`src/rtl/config_scan_loader.sv`:
```
// Byte-fed scan-chain loader: accepts bytes, shifts CHAIN_LEN bits LSB-first into a scan chain.
// Optional readback of the chain's previous content is built when CFG_READBACK_EN is defined.
module config_scan_loader #(
  parameter int unsigned CHAIN_LEN = 64,
  parameter int unsigned CNT_W     = 16
) (
  input  logic       scan_clk,
  input  logic       rst,
  input  logic       start,
  input  logic [7:0] in_data,
  input  logic       in_valid,
  output logic       in_ready,
  output logic       scan_en,
  output logic       scan_in,
  input  logic       scan_out,
  output logic       busy,
  output logic       done
`ifdef CFG_READBACK_EN
  ,
  output logic [7:0] rb_data,
  output logic       rb_valid
`endif
);

  typedef enum logic [1:0] {
    S_IDLE,
    S_LOAD,
    S_SHIFT,
    S_DONE
  } state_t;

  state_t           state_q;
  logic [CNT_W-1:0] cnt_q;
  logic [CNT_W-1:0] cnt_d;
  logic [7:0]       shreg_q;
  logic             in_ready_q;
  logic             scan_en_q;
  logic             scan_in_q;
  logic             busy_q;
  logic             done_q;
  logic             last_bit;
  logic             byte_end;

  always_comb begin
    cnt_d    = cnt_q + CNT_W'(1);
    last_bit = (cnt_d == CNT_W'(CHAIN_LEN));
    byte_end = (cnt_d[2:0] == 3'd0);
  end

  // Outputs are registered, so each transition also sets the outputs of the state being entered.
  always_ff @(posedge scan_clk) begin
    if (rst) begin
      state_q    <= S_IDLE;
      cnt_q      <= '0;
      shreg_q    <= '0;
      in_ready_q <= 1'b0;
      scan_en_q  <= 1'b0;
      scan_in_q  <= 1'b0;
      busy_q     <= 1'b0;
      done_q     <= 1'b0;
    end else begin
      done_q <= 1'b0;
      case (state_q)
        S_IDLE: begin
          if (start) begin
            state_q    <= S_LOAD;
            in_ready_q <= 1'b1;
            busy_q     <= 1'b1;
          end
        end
        S_LOAD: begin
          if (in_valid) begin
            state_q    <= S_SHIFT;
            shreg_q    <= in_data;
            in_ready_q <= 1'b0;
            scan_en_q  <= 1'b1;
            scan_in_q  <= in_data[0];
          end
        end
        S_SHIFT: begin
          shreg_q <= {1'b0, shreg_q[7:1]};
          cnt_q   <= cnt_d;
          if (last_bit) begin
            state_q   <= S_DONE;
            scan_en_q <= 1'b0;
            scan_in_q <= 1'b0;
            done_q    <= 1'b1;
          end else if (byte_end) begin
            state_q    <= S_LOAD;
            scan_en_q  <= 1'b0;
            scan_in_q  <= 1'b0;
            in_ready_q <= 1'b1;
          end else begin
            scan_in_q <= shreg_q[1];
          end
        end
        S_DONE: begin
          state_q <= S_IDLE;
          busy_q  <= 1'b0;
          cnt_q   <= '0;
        end
        default: begin
          state_q    <= S_IDLE;
          cnt_q      <= '0;
          in_ready_q <= 1'b0;
          scan_en_q  <= 1'b0;
          scan_in_q  <= 1'b0;
          busy_q     <= 1'b0;
        end
      endcase
    end
  end

  assign in_ready = in_ready_q;
  assign scan_en  = scan_en_q;
  assign scan_in  = scan_in_q;
  assign busy     = busy_q;
  assign done     = done_q;

`ifdef CFG_READBACK_EN
  logic [7:0] rb_acc_q;
  logic [7:0] rb_acc_d;
  logic [7:0] rb_data_q;
  logic       rb_valid_q;

  // Each sampled tail bit lands at its position within the current byte, so partial bytes stay low-aligned.
  always_comb begin
    rb_acc_d              = rb_acc_q;
    rb_acc_d[cnt_q[2:0]]  = scan_out;
  end

  always_ff @(posedge scan_clk) begin
    if (rst) begin
      rb_acc_q   <= '0;
      rb_data_q  <= '0;
      rb_valid_q <= 1'b0;
    end else begin
      rb_valid_q <= 1'b0;
      if (state_q == S_SHIFT) begin
        if (last_bit || byte_end) begin
          rb_data_q  <= rb_acc_d;
          rb_valid_q <= 1'b1;
          rb_acc_q   <= '0;
        end else begin
          rb_acc_q <= rb_acc_d;
        end
      end
    end
  end

  assign rb_data  = rb_data_q;
  assign rb_valid = rb_valid_q;
`else
  logic unused_scan_out;
  assign unused_scan_out = scan_out;
`endif

endmodule

```
`config.mk`:
```
export PLATFORM = sky130hd
export DESIGN_NAME = config_scan_loader
export DESIGN_NICKNAME = d
export VERILOG_FILES = /design/src/rtl/config_scan_loader.sv
export SDC_FILE = /design/constraint.sdc
export NUM_CORES = 1
export LEC_CHECK = 0
export CAP_MARGIN = 20
export CORE_UTILIZATION = 60
export CTS_CLUSTER_SIZE = 12
export DETAILED_ROUTE_END_ITERATION = 10
export GPL_TIMING_DRIVEN = 0
export PLACE_DENSITY = 0.83
export SYNTH_ARGS = -nofsm -noshare
export SYNTH_HDL_FRONTEND = slang
export SYNTH_SLANG_ARGS = --single-unit
```
`constraint.sdc`:
```
create_clock -name scan_clk -period 6.3 [get_ports scan_clk]
set_input_delay 1.26 -clock scan_clk [delete_from_list [all_inputs] [get_ports scan_clk]]
set_output_delay 1.26 -clock scan_clk [all_outputs]
set_load 0.05 [all_outputs]
```
# Yosys cells after proc, flatten, opt, wreduce, memory -nomap -nowiden
# Cells that the tools add are included.
totals:
  mem_bits_ro: 0
  regBits: 31
  mem_count: 0
  latch_bits: 0
  ramBits: 0
op_classes:
  div_mod_pow: 0
  mul: 0
  reduce_logical: 12
  shift: 0
  muxes: 23
  eq_ne: 9
  n_bitwise: 1
  magnitude_cmp: 0
  add_sub_neg: 1
ops:
  columns: ["op", "count"]
  rows:
  - ["one-hot mux 16 bit (2 select lines)", 1]
  - ["adder 16 x 1 -> 16 bit, second input constant", 1]
  - ["== test 16 x 7 -> 1 bit, second input constant", 1]
  - ["one-hot mux 8 bit (2 select lines)", 1]
  - ["2-to-1 mux 1 bit", 11]
  - ["2-to-1 mux 2 bit", 4]
  - ["2-to-1 mux 8 bit", 1]
  - ["!= test 2 bit, second input constant", 4]
  - ["one-hot mux 2 bit (4 select lines)", 1]
  - ["one-hot mux 1 bit (2 select lines)", 3]
  - ["AND reduction 3 bit", 2]
  - ["nonzero test 2 bit", 3]
  - ["AND reduction 5 bit", 1]
  - ["== test 2 bit, second input constant", 2]
  - ["AND reduction 2 bit", 2]
  - ["logical NOT 3 bit", 1]
  - ["!= test 3 bit, second input constant", 1]
  - ["one-hot mux 1 bit (3 select lines)", 1]
  - ["nonzero test 3 bit", 1]
  - ["== test 2 x 1 -> 1 bit, second input constant", 1]
  - ["logical NOT 2 bit", 1]
  - ["OR reduction 2 bit", 1]
  - ["NOT 1 bit", 1]

# Logic depth before layout (Yosys ltp)
depth:
  ltp_word: 5
  depth_mapped: 7
  mapped_depth_nobuf: 7

# Worst setup path after synthesis
# No wires, ideal clock.
synth_path:
  path_kind: "flip-flop to flip-flop"
  startpoint: "register cnt_q[0]"
  endpoint: "register in_ready_q, in the netlist in_ready"
  path_stages_with_launch: 8
  n_path_buf: 0
  setup_time_ns: 0.125
  t_required_ns: 6.175
  arrival_ns: 2.054
  path_slack_ns: 4.121
  cell_sequence: "dfxtp_1 ha_1 ha_1 nand2b_1 nor4_1 o21ai_0 or3_4 o41a_1"
synth_via:
  elab_chain_len: 4
  elab_cells_between_ends: 6
synth_lines:
  columns: ["item", "line_no", "source"]
  rows:
  - ["from (decl)", "33", "logic [CNT_W-1:0] cnt_q;"]
  - ["from (signal assigned)", "82", "cnt_q <= cnt_d;"]
  - ["adder 16 x 1 -> 16 bit (*)", "45", "cnt_d = cnt_q + CNT_W'(1);"]
  - ["== test 16 x 7 -> 1 bit / logical NOT 3 bit (equally long branches)", "46, 47", null]
  - ["!= test 2 bit (no source line)", null, null]
  - ["AND reduction 5 bit (no source line) (*)", null, null]
  - ["to (signal assigned)", "56", "in_ready_q <= 1'b0;"]
  - ["to (signal assigned)", "67", "in_ready_q <= 1'b1;"]
  - ["to (signal assigned)", "75", "in_ready_q <= 1'b0;"]
  - ["to (decl)", "36", "logic in_ready_q;"]
# Mark *: on every way between the ends. The rest lies on a longest branch, timed or not.
# A chain may end at the register's enable or synchronous reset.

# Worst setup path after layout
layout_path:
  startpoint: "register scan_in_q, in the netlist scan_in"
  endpoint: "output port scan_in"
layout_lines:
  columns: ["item", "line_no", "source"]
  rows:
  - ["from (decl)", "38", "logic scan_in_q;"]
  - ["from (signal assigned)", "77", "scan_in_q <= in_data[0];"]
  - ["from (signal assigned)", "94", "scan_in_q <= shreg_q[1];"]
  - ["to (decl)", "14", "output logic scan_in,"]
# No word-level cell between the ends.

==> flow_metrics.py <==
metrics = {
    "run_status": {
        "status": "finished clean",
    },
    "cts": {
        "post_cts_buffers": 0,
        "clk_latency_ns": 0.32,
        "path_clk_slew_ns": 0.09,
        "ctsResizeCount": 0,
        "clock_path_buffers": 2,
        "h-tree-depth": 2,
        "clockRootBuffer": "clkbuf_4",
        "cts_made_buffers": 5,
        "hold_buffers": 0,
        "cts.sinks": 30,
        "cts_tree": "done",
    },
    "critical_path": {
        "crit_slowest_cell": "clkdlybuf4s50_1",
        "rr_worst_depth": 7,
        "crit_buf_inv": 1,
        "cp_cell_sequence": "clkdlybuf4s50_1",
        "start_kind": "flip-flop",
        "crit_family": "buffers and inverters",
        "max_stage_delay_ns": 0.81,
        "worst-path-stages": 1,
        "endpoint_kind": "output port",
        "path_class": "flip-flop to output port",
        "arrival_ns": 1.52,
        "crit_required_ns": 5.04,
        "timing.critical_path.fanout_max": 3,
    },
    "die": {
        "fp.coreArea_um2": 2760,
        "fp-row-count": 19,
        "ios": 18,
        "die-width_um": 56.0,
        "initial_core_util_pct": 63.3,
        "die_h_um": 56.0,
        "dieArea_um2": 3130,
    },
    "layout": {
        "post-route-util_pct": 72.2,
        "design_area_um2": 1990,
        "fillCellCount": 238,
        "diodes": 0,
        "nNetsFinal": 267,
        "final_common_cell": "nor2_1",
        "layout_common_cells": "37 x nor2_1, 30 x dfxtp_1, 21 x nand2_1",
        "areaGrowthSynthToFinish_pct": 14.0,
        "drive_gt1_share_pct": 5.95,
    },
    "synth": {
        "ys_warn_count": 0,
        "synth.distinct_cells": 46,
        "netlist_instances": 229,
        "synth_top_area_cell": "dfxtp_1",
        "yosys-top-cells-area": "dfxtp_1 34%, nor2_1 8.0%, o21ai_0 4.9%, nand2_1 4.5%, a21oi_1 4.0%",
        "ys.flop_type": "dfxtp_1",
        "synth_area_um2": 1750,
        "netlist.area_leader.share_pct": 34.4,
        "synth_edf_count": 0,
        "synth.avg_cell_area_um2": 7.63,
        "synth_seq_area_share_pct": 34.4,
        "ys_seq_elements": 30,
        "async_reset_ff_share_pct": 0,
        "syn_nets": 244,
    },
    "timing": {
        "min_period_ns": 2.78,
        "fmax_mhz": 360,
        "drv_slew": 0,
        "final-setup-viol-count": 0,
        "timing.final.crit_share_pct": 44.1,
        "slew_headroom_pct": 64.8,
        "worst_pin_slew_ns": 0.528,
        "tns_ns": 0,
        "rsz0062_at_grt": "no",
        "finClkSkew_ns": 0.00207,
        "hold_violations": 0,
    },
    "global_routing": {
        "grt-ovfl-total": 0,
        "antenna_found_initial": 0,
        "use_met1_pct": 36.0,
        "grt_pass1_wl_um": 7130,
        "grt_pass1_vias": 1573,
        "grt_most_used_layer": "met2",
        "grt_util_all_layers_pct": 28.8,
        "grt_max_degree": 11,
        "grtUsageMet3_pct": 6.74,
        "grt_use_met2_pct": 46.5,
    },
    "placed_design": {
        "dp_hpwl_um": 2990,
        "placed_area_um2": 1950,
        "io_buffers": 16,
        "routabilityCongestion": 0.877,
    },
    "route": {
        "routed_wl_um": 4180,
        "drc": 0,
        "routedWlPerCell_um": 14.8,
        "vias_per_cell": 6.18,
        "vias": 1750,
        "dr.pass1.iters": 4,
        "ant_nets": 0,
        "dr.first_iter.drc_count": 126,
    },
    "power_and_ir_drop": {
        "p_leak_nw": 0.690,
        "clkPwrFrac_pct": 28.3,
        "p_sw_share_pct": 29.6,
        "combPwrFrac_pct": 17.4,
        "ir_worst_vdd_v": 0.000155,
        "p_int_uw": 266,
        "power_uw": 377,
        "power_density_nw_per_um2": 190,
        "switchingPower_uw": 112,
        "p_seq_share_pct": 54.2,
    },
    "job": {
        "cap_viol_max_count": 0,
    },
    "worst_hold_path": {
        "hold_depth": 2,
        "holdCritPathClass": "flip-flop to flip-flop",
    },
}
cells in the mapped netlist (2+ instances only):
master / n
a21oi_1: 14
a22oi_1: 6
a2bb2oi_1: 2
a311oi_1: 6
a31oi_1: 2
and4_1: 2
clkbuf_1: 16
dfxtp_1: 30
ha_1: 2
inv_1: 3
mux2i_1: 3
nand2_1: 21
nand2b_1: 4
nand3_1: 13
nand4_1: 3
nor2_1: 37
nor2b_1: 3
nor3_1: 6
nor3b_1: 5
nor4_1: 7
o21ai_0: 17
xnor2_1: 3
sequential cells by signal, summed over array words and instances (netlist names):
signal	flops
busy	1
cnt_q	16
done	1
in_ready	1
scan_en	1
scan_in	1
shreg_q	7
state_q	2
metrics by stage:
step                worst slack, ns  instances  hold WS [ns]
floorplan                      4.12        229         0.459
global placement               3.38        276         0.471
detailed placement             3.37        276         0.478
CTS                            3.52        283         0.491
global route                   3.47        283         0.522
finish                         3.52        283         0.492
kinds of logic after synthesis:
logic type | synth area share [%]
muxes | 2.36
buffers and inverters | 4.37
adders and majority gates | 1.43
and+or+nand+nor | 34.2
AOI/OAI and AO/OA | 21.8
DFF | 34.4
xor gates and xnor gates | 1.50
path summary, 6_finish.rpt:
path / start / to / slack (ns)
setup / recovery: scan_in$_SDFFE_PP0P_ / scan_in / 3.52
hold / removal: shreg_q[2]$_SDFFE_PP0P_ / shreg_q[2]$_SDFFE_PP0P_ / 0.49
setup reg to reg: cnt_q[0]$_SDFFE_PP0P_ / in_ready$_SDFFE_PP0P_ / 3.90
hold reg to reg: shreg_q[2]$_SDFFE_PP0P_ / shreg_q[2]$_SDFFE_PP0P_ / 0.49
power groups by stage:
stage	clock network, mW	registers [mW]	logic (mW)
4_1_cts	0.108	0.205	0.0657
2_1_floorplan	0	0.219	0.0308
6_report	0.107	0.205	0.0658
5_1_grt	0.116	0.206	0.0718
3_3_place_gp	0	0.209	0.0649
3_5_place_dp	0	0.209	0.0654
routing by layer:
metal	up-vias	part of all wire, %
met1	792	44
met5	-	0
li1	881	-
met4	0	2.6
met2	65	48
met3	12	6.3
area by class of cell:
class | count | area (µm²) | share of cell area [%]
multi-input cells | 179 | 1070 | 53.7
clock buffers | 7 | 45.0 | 2.26
flip-flops and latches | 30 | 601 | 30.2
well taps | 31 | 38.8 | 1.95
repair buffers | 16 | 160 | 8.05
plain buffers | 17 | 65.1 | 3.27
inverters | 3 | 11.3 | 0.566
Power figures use the tool's default switching activity.
